**src/rtl/bcd_serial_adder_ctrl.sv**
```systemverilog
// Digit-serial packed-BCD adder/subtractor controller: one shared single-digit BCD add stage,
// one digit per clock, LSD first, with valid/ready handshakes on both sides.
module bcd_serial_adder_ctrl #(
    parameter int DIGITS = 4
) (
    input  logic                  clk,
    input  logic                  rst_n,
    input  logic                  in_valid,
    output logic                  in_ready,
    input  logic                  op_sub,
    input  logic                  cin,
    input  logic [4*DIGITS-1:0]   a,
    input  logic [4*DIGITS-1:0]   b,
    output logic                  out_valid,
    input  logic                  out_ready,
    output logic [4*DIGITS-1:0]   sum,
    output logic                  cout,
    output logic                  err
);

    localparam int W  = 4 * DIGITS;
    localparam int IW = (DIGITS > 1) ? $clog2(DIGITS) : 1;

    typedef enum logic [1:0] {
        S_IDLE = 2'd0,
        S_RUN  = 2'd1,
        S_DONE = 2'd2
    } state_t;

    // Nine's complement of every digit; invalid digits simply wrap modulo 16.
    function automatic logic [W-1:0] nines_vec(input logic [W-1:0] v);
        logic [W-1:0] r;
        r = '0;
        for (int i = 0; i < DIGITS; i++) begin
            r[4*i +: 4] = 4'd9 - v[4*i +: 4];
        end
        return r;
    endfunction

    function automatic logic any_bad_digit(input logic [W-1:0] v);
        logic bad;
        bad = 1'b0;
        for (int i = 0; i < DIGITS; i++) begin
            bad = bad | (v[4*i +: 4] > 4'd9);
        end
        return bad;
    endfunction

    // Returns {carry_out, digit}.
    function automatic logic [4:0] bcd_digit_add(input logic [3:0] da, input logic [3:0] db,
                                                 input logic c);
        logic [4:0] s;
        logic [4:0] adj;
        s   = {1'b0, da} + {1'b0, db} + {4'd0, c};
        adj = s + 5'd6;
        return (s > 5'd9) ? {1'b1, adj[3:0]} : {1'b0, s[3:0]};
    endfunction

    state_t          state_q, state_d;
    logic [W-1:0]    a_q, a_d;
    logic [W-1:0]    b_q, b_d;
    logic [W-1:0]    sum_q, sum_d;
    logic [IW-1:0]   idx_q, idx_d;
    logic            carry_q, carry_d;
    logic            cout_q, cout_d;
    logic            err_q, err_d;

    logic [IW+1:0]   sh_s;
    logic [W-1:0]    a_sh_s;
    logic [W-1:0]    b_sh_s;
    logic [4:0]      dsum_s;

    // Current-digit operand selection and the shared BCD add stage.
    always_comb begin
        sh_s   = {idx_q, 2'b00};
        a_sh_s = a_q >> sh_s;
        b_sh_s = b_q >> sh_s;
        dsum_s = bcd_digit_add(a_sh_s[3:0], b_sh_s[3:0], carry_q);
    end

    // Next-state and datapath update logic.
    always_comb begin
        state_d = state_q;
        a_d     = a_q;
        b_d     = b_q;
        sum_d   = sum_q;
        idx_d   = idx_q;
        carry_d = carry_q;
        cout_d  = cout_q;
        err_d   = err_q;
        case (state_q)
            S_IDLE: begin
                if (in_valid) begin
                    a_d     = a;
                    b_d     = op_sub ? nines_vec(b) : b;
                    carry_d = op_sub ? 1'b1 : cin;
                    err_d   = any_bad_digit(a) | any_bad_digit(b);
                    sum_d   = '0;
                    cout_d  = 1'b0;
                    idx_d   = '0;
                    state_d = S_RUN;
                end else begin
                    state_d = S_IDLE;
                end
            end
            S_RUN: begin
                sum_d   = (sum_q & ~(W'(4'hF) << sh_s)) | (W'(dsum_s[3:0]) << sh_s);
                carry_d = dsum_s[4];
                if (idx_q == IW'(DIGITS - 1)) begin
                    cout_d  = dsum_s[4];
                    state_d = S_DONE;
                end else begin
                    idx_d   = idx_q + IW'(1);
                    state_d = S_RUN;
                end
            end
            S_DONE: begin
                if (out_ready) begin
                    state_d = S_IDLE;
                end else begin
                    state_d = S_DONE;
                end
            end
            default: begin
                state_d = S_IDLE;
            end
        endcase
    end

    // State and datapath registers.
    always_ff @(posedge clk or negedge rst_n) begin
        if (!rst_n) begin
            state_q <= S_IDLE;
            a_q     <= '0;
            b_q     <= '0;
            sum_q   <= '0;
            idx_q   <= '0;
            carry_q <= 1'b0;
            cout_q  <= 1'b0;
            err_q   <= 1'b0;
        end else begin
            state_q <= state_d;
            a_q     <= a_d;
            b_q     <= b_d;
            sum_q   <= sum_d;
            idx_q   <= idx_d;
            carry_q <= carry_d;
            cout_q  <= cout_d;
            err_q   <= err_d;
        end
    end

    assign in_ready  = (state_q == S_IDLE);
    assign out_valid = (state_q == S_DONE);
    assign sum       = sum_q;
    assign cout      = cout_q;
    assign err       = err_q;

endmodule
```
**config.mk**
```make
export PLATFORM = sky130hd
export DESIGN_NAME = bcd_serial_adder_ctrl
export DESIGN_NICKNAME = d
export VERILOG_FILES = /design/src/rtl/bcd_serial_adder_ctrl.sv
export SDC_FILE = /design/constraint.sdc
export NUM_CORES = 1
export LEC_CHECK = 0
export ABC_AREA = 1
export CAP_MARGIN = 30
export CORE_ASPECT_RATIO = 0.6
export CORE_MARGIN = 2
export CORE_UTILIZATION = 47
export DETAILED_ROUTE_END_ITERATION = 6
export PLACE_DENSITY_LB_ADDON = 0.08
export SETUP_SLACK_MARGIN = 0.02
export SLEW_MARGIN = 20
export SYNTH_ARGS = -nofsm -noshare
export SYNTH_HDL_FRONTEND = slang
export SYNTH_SLANG_ARGS = --single-unit
```
**constraint.sdc**
```tcl
create_clock -name clk -period 2.8 [get_ports clk]
set_clock_uncertainty 0.15 [all_clocks]
set_input_delay 0.56 -clock clk [delete_from_list [all_inputs] [get_ports clk]]
set_output_delay 0.56 -clock clk [all_outputs]
set_load 0.1 [all_outputs]
```
* Word-level counts from Yosys, hierarchy flattened
Index checks and enable logic that the tools add are counted.
** Cells by class
- Add/sub/neg operators :: 8
- $mul :: 0
- Divide/modulo/power cells :: 0
- $lt $le $gt $ge :: 9
- Eq/ne operators :: 6
- Shift-type cells :: 4
- Mux-type cells :: 17
- Bitwise operators :: 10
- Reduce and logical (&&, ||, !) cells :: 6
** Operators with widths (number)
- 4-bit greater-than comparator, second input constant :: 8
- 16-bit 2-to-1 mux :: 2
- 16-bit case mux with 2 select lines :: 1
- 16-bit by 4-bit >> shifter with 4-bit output :: 2
- 16-bit AND :: 1
- 16-bit inverter :: 1
- 16-bit OR :: 1
- 4-bit by 4-bit left shift with 16-bit output :: 1
- 4-bit by 4-bit left shift with 16-bit output, first input constant :: 1
- 4-bit subtractor, first input constant :: 4
- 2-bit 2-to-1 mux :: 4
- 1-bit OR :: 7
- 2-bit != test, second input constant :: 3
- 2-bit case mux with 3 select lines :: 1
- 3-bit AND reduction :: 2
- 4-bit by 4-bit adder with 5-bit output :: 1
- 5-bit by 1-bit adder with 5-bit output :: 1
- 5-bit by 4-bit greater-than comparator with 1-bit output, second input constant :: 1
- 1-bit 2-to-1 mux :: 5
- 5-bit 2-to-1 mux :: 1
- 4-bit by 3-bit adder with 4-bit output, second input constant :: 1
- 2-bit equality test, second input constant :: 2
- 1-bit case mux with 2 select lines :: 2
- 2-bit case mux with 2 select lines :: 1
- 5 further kinds :: 6
** Storage, ports and cells
- Bits in registers :: 55
- Bits in latches :: 0
- Memory bits (writable) :: 0
- ROM bits :: 0
- Input bits :: 38
- Output and inout port bits :: 20
- Word-level logic and storage cells :: 68
- Memories :: 0

* Logic depth before layout (Yosys ltp)
- Depth after elaboration :: 8
- Mapped depth :: 18
- Mapped depth without buffers :: 17

* Worst setup path before layout
No wires, ideal clock.
- Path type :: reg-to-reg
- From :: register idx_q[0]
- To :: register sum_q[9], in the netlist sum[9]
- Arrival :: 2.793 ns
- Required time :: 2.530 ns
- Setup slack :: -0.263 ns
- Cell stages (with the launch flop) :: 17
- Path through :: dfrtp_1 clkinv_1 clkbuf_1 nor2_1 o22ai_1 fa_1 fa_1 inv_1 ha_1 inv_1 nor2_1 a21oi_1 nand2_1 nand2_2 nand2_1 nand4_1 nand2_1
** Between the ends
- Cells in the longest elaborated chain, start to end :: 8
** RTL lines
- start, declared :: RTL line 63 : logic [IW-1:0] idx_q, idx_d;
- start signal, assigned :: RTL line 146 : idx_q <= idx_d;
- 16-bit by 4-bit >> shifter with 4-bit output, on equally long branches :: RTL line 76, 77
- 4-bit by 4-bit adder with 5-bit output :: RTL line 54 : s = {1'b0, da} + {1'b0, db} + {4'd0, c};
- 5-bit by 1-bit adder with 5-bit output :: RTL line 54
- 4-bit by 3-bit adder with 4-bit output or 5-bit by 4-bit greater-than comparator with 1-bit output (tied branches) :: RTL line 55, 56
- 5-bit 2-to-1 mux :: RTL line 56 : return (s > 5'd9) ? {1'b1, adj[3:0]} : {1'b0, s[3:0]};
- 4-bit by 4-bit left shift with 16-bit output :: RTL line 107 : sum_d = (sum_q & ~(W'(4'hF) << sh_s)) | (W'(dsum_s[3:0]) << sh_s);
- 16-bit OR (*) :: RTL line 107
- 16-bit case mux with 2 select lines (*) :: RTL line 91 : case (state_q)
- end signal, assigned :: RTL line 145 : sum_q <= sum_d;
- end, declared :: RTL line 62 : logic [W-1:0] sum_q, sum_d;
Every way passes the cells marked *; elsewhere a longest branch is shown, timed or not.
A chain may end at the register's enable or synchronous reset.

* Final worst setup path
- From :: register idx_q[0]
- To :: register sum_q[6], in the netlist sum[6]
The elaborated chain is that of the path after synthesis.

==> run_results.csv <==
group,metric,value,unit
synthesis,avgSynthCellArea,8.035,um2
setup_path,reg2reg_from,"idx_q[0]",
timing,final.setup.worst_slack,-0.04922,ns
clock_tree,cts-buffers-inserted,5,
drt,wl_per_cell,14.21,um
clock_tree,cts_tree,"built",
setup_path,critical_path.max_fanout,6,
floorplan,ios,58,
timing,hold_viol,7,
clock_tree,cts.clk_slew.worst_paths,0.10,ns
floorplan,die_y,65.61,um
layout,fin_nets,491,
clock_tree,numClockSinks,55,
drt,detail-route-antenna-nets,0,
layout,final_cell_mix,"nand2_1, dfrtp_1, o21ai_0, buf_4, clkdlybuf4s50_1",
setup_path,crit_type,"reg -> reg",
run_status,status,"complete, but fails checks",
drt,vias,2705,
timing,holdWs,-0.005209,ns
setup_path,worstSetupStartpointType,"flip-flop",
setup_path,cp.required,2.87,ns
setup_path,reg2reg_slack,-0.05,ns
run_status,violations,"negative hold slack, negative setup slack",
synthesis,ys_seq_elements,55,
layout,seqCellArea,1379,um2
drt,drc,0,
layout,syn2layout_area_growth,29.92,%
synthesis,synthesis.area,2973,um2
synthesis,synth_warnings,0,
global_routing,grt_usage,23.18,%
setup_path,critPathCaptureType,"flip-flop",
clock_tree,insertion_delay,0.32,ns
layout,fill_cells,592,
drt,drt_iter0_drc,160,
floorplan,initial_core_util,48.65,%
layout,final_cell_area,3862,um2
hold_path,hp-class,"in -> async",
floorplan,num_rows,22,
placement,place_area,3659,um2
floorplan,fp.dieArea,6998,um2
synthesis,yosysSeqAreaShare,46.30,%
clock_tree,cts_root_buf,"clkbuf_8",
global_routing,grt_pass1_wl,12430,um
timing,max_slew_margin,56.05,%
layout,multi_input_area,1493,um2
floorplan,core,6111,um2
job,max-cap-violations,0,
setup_path,startpoint,"idx_q[0]",
layout,final_layout_size_suffix_gt1_share,19.09,%
drt,dr.pass1.iters,4,
setup_path,reg2reg_depth,15,
clock_tree,clock_path_buffers,2,
synthesis,syn-num-nets,422,
timing,fin_crit_sh,101.8,%
setup_path,cp.arrival,2.92,ns
global_routing,grt_max_degree,52,
timing,fin_tns_setup,-0.3373,ns
timing,rsz0062_at_grt,"yes",
timing,worstMarginPinSlew,0.6571,ns
timing,period_needed,2.849,ns
global_routing,grt_pass1_vias,2510,
placement,routabilityCongestion,0.8913,
timing,setup_violations,12,
setup_path,r2r_end,"sum[6]",
global_routing,overflow,0,
layout,n_antenna_cell,0,
timing,slew_violations,0,
global_routing,antenna_found_initial,0,
synthesis,ys_types,29,
drt,wl,7447,um
timing,fmaxAchievable,351.0,MHz
drt,vias_per_cell,5.162,
layout,layout_commonest_cell,"nand2_1",
floorplan,die_w,106.7,um
clock_tree,htree_levels,2,
setup_path,cp-endpoint,"sum[6]",
synthesis,postSynthCellCount,370,
placement,portBuffers,57,
placement,place_hpwl,5534,um
state kept, by name (all words and copies together), names as in the netlist:
name     count
a_q         16
b_q         16
carry_q      1
cout         1
err          1
idx_q        2
state_q      2
sum         16
how the worst min path moves through the flow:
stage,end,cells after the start
2_1_floorplan,a_q[0],0
3_3_place_gp,err,2
3_5_place_dp,err,2
4_1_cts,b_q[15],1
5_1_grt,b_q[4],1
6_report,b_q[15],1
what timing repair did:
item / 4_1_cts / 5_1_grt
hold buffers: 0 / 0
setup buffers: 3 / 1
cloned: 0 / 0
gates resized for setup: 20 / 11
endpoints found under the setup margin: 14 / 14
pin swaps: 3 / 6
hold endpoints to repair: 0 / 0
worst max-delay path, stage by stage (launching register included):
cell      delay (ns)
dfrtp_2         0.46
clkinv_4        0.11
o21ai_2         0.13
o22ai_2         0.10
fa_2            0.38
fa_2            0.56
inv_2           0.06
ha_4            0.16
inv_2           0.05
nor2_2          0.03
a21oi_2         0.12
nand2_2         0.09
nand2_4         0.11
nand2_2         0.08
nand4_1         0.08
nand2_1         0.06
cell type report:
type,count,area share [%]
inverter,37,3.790
timing repair buffer,76,17.04
multi-input combinational,264,38.65
clock inverter,1,0.1296
sequential,55,35.70
tap,84,2.721
clock buffer,7,1.976
cells by family after synthesis:
family / after synthesis / share of synthesized area, %
compound gates: 76 / 14.27
simple gates: 166 / 24.03
fa+ha+maj: 14 / 6.397
xor+xnor: 8 / 2.357
flops: 55 / 46.30
buf+inv: 51 / 6.650
cell usage after synthesis (all sizes together):
cell type / n / area (um2)
a21boi: 6 / 48.79
a21oi: 4 / 20.02
a32o: 2 / 20.02
buf: 3 / 15.01
clkbuf: 11 / 41.29
clkinv: 1 / 3.750
dfrtp: 55 / 1376
fa: 2 / 40.04
ha: 12 / 150.1
inv: 36 / 137.6
nand2: 114 / 445.4
nand3: 11 / 55.05
nand4: 14 / 87.58
nor2: 26 / 117.6
o21ai: 54 / 270.3
o22ai: 8 / 50.05
o31ai: 2 / 15.01
or2: 1 / 8.760
xnor2: 4 / 35.03
xor2: 4 / 35.03
metal layers:
metal / vias to the layer above / global-route usage [%] / routed length (um)
li1: 1347 / - / -
met1: 1256 / 35.47 / 3946
met2: 93 / 33.36 / 2908
met3: 9 / 5.060 / 516
met4: 0 / 5.357 / 76
met5: - / 0 / 0
metrics by stage:
stage               utilization, %  worst slack [ns]  hold WS [ns]  cells
floorplan                        -          -0.07873        0.1144    370
finish                       63.21          -0.04922     -0.005209    524
global route                 63.21           -0.1818       0.01747    524
CTS                          62.51          -0.05527      0.007356    523
detailed placement           59.87           -0.2028        0.3172    512
global placement             59.87          -0.03647        0.3144    512
Power is not shown: default switching activity piles up to over one toggle a cycle in this logic, so the estimate is an artifact.
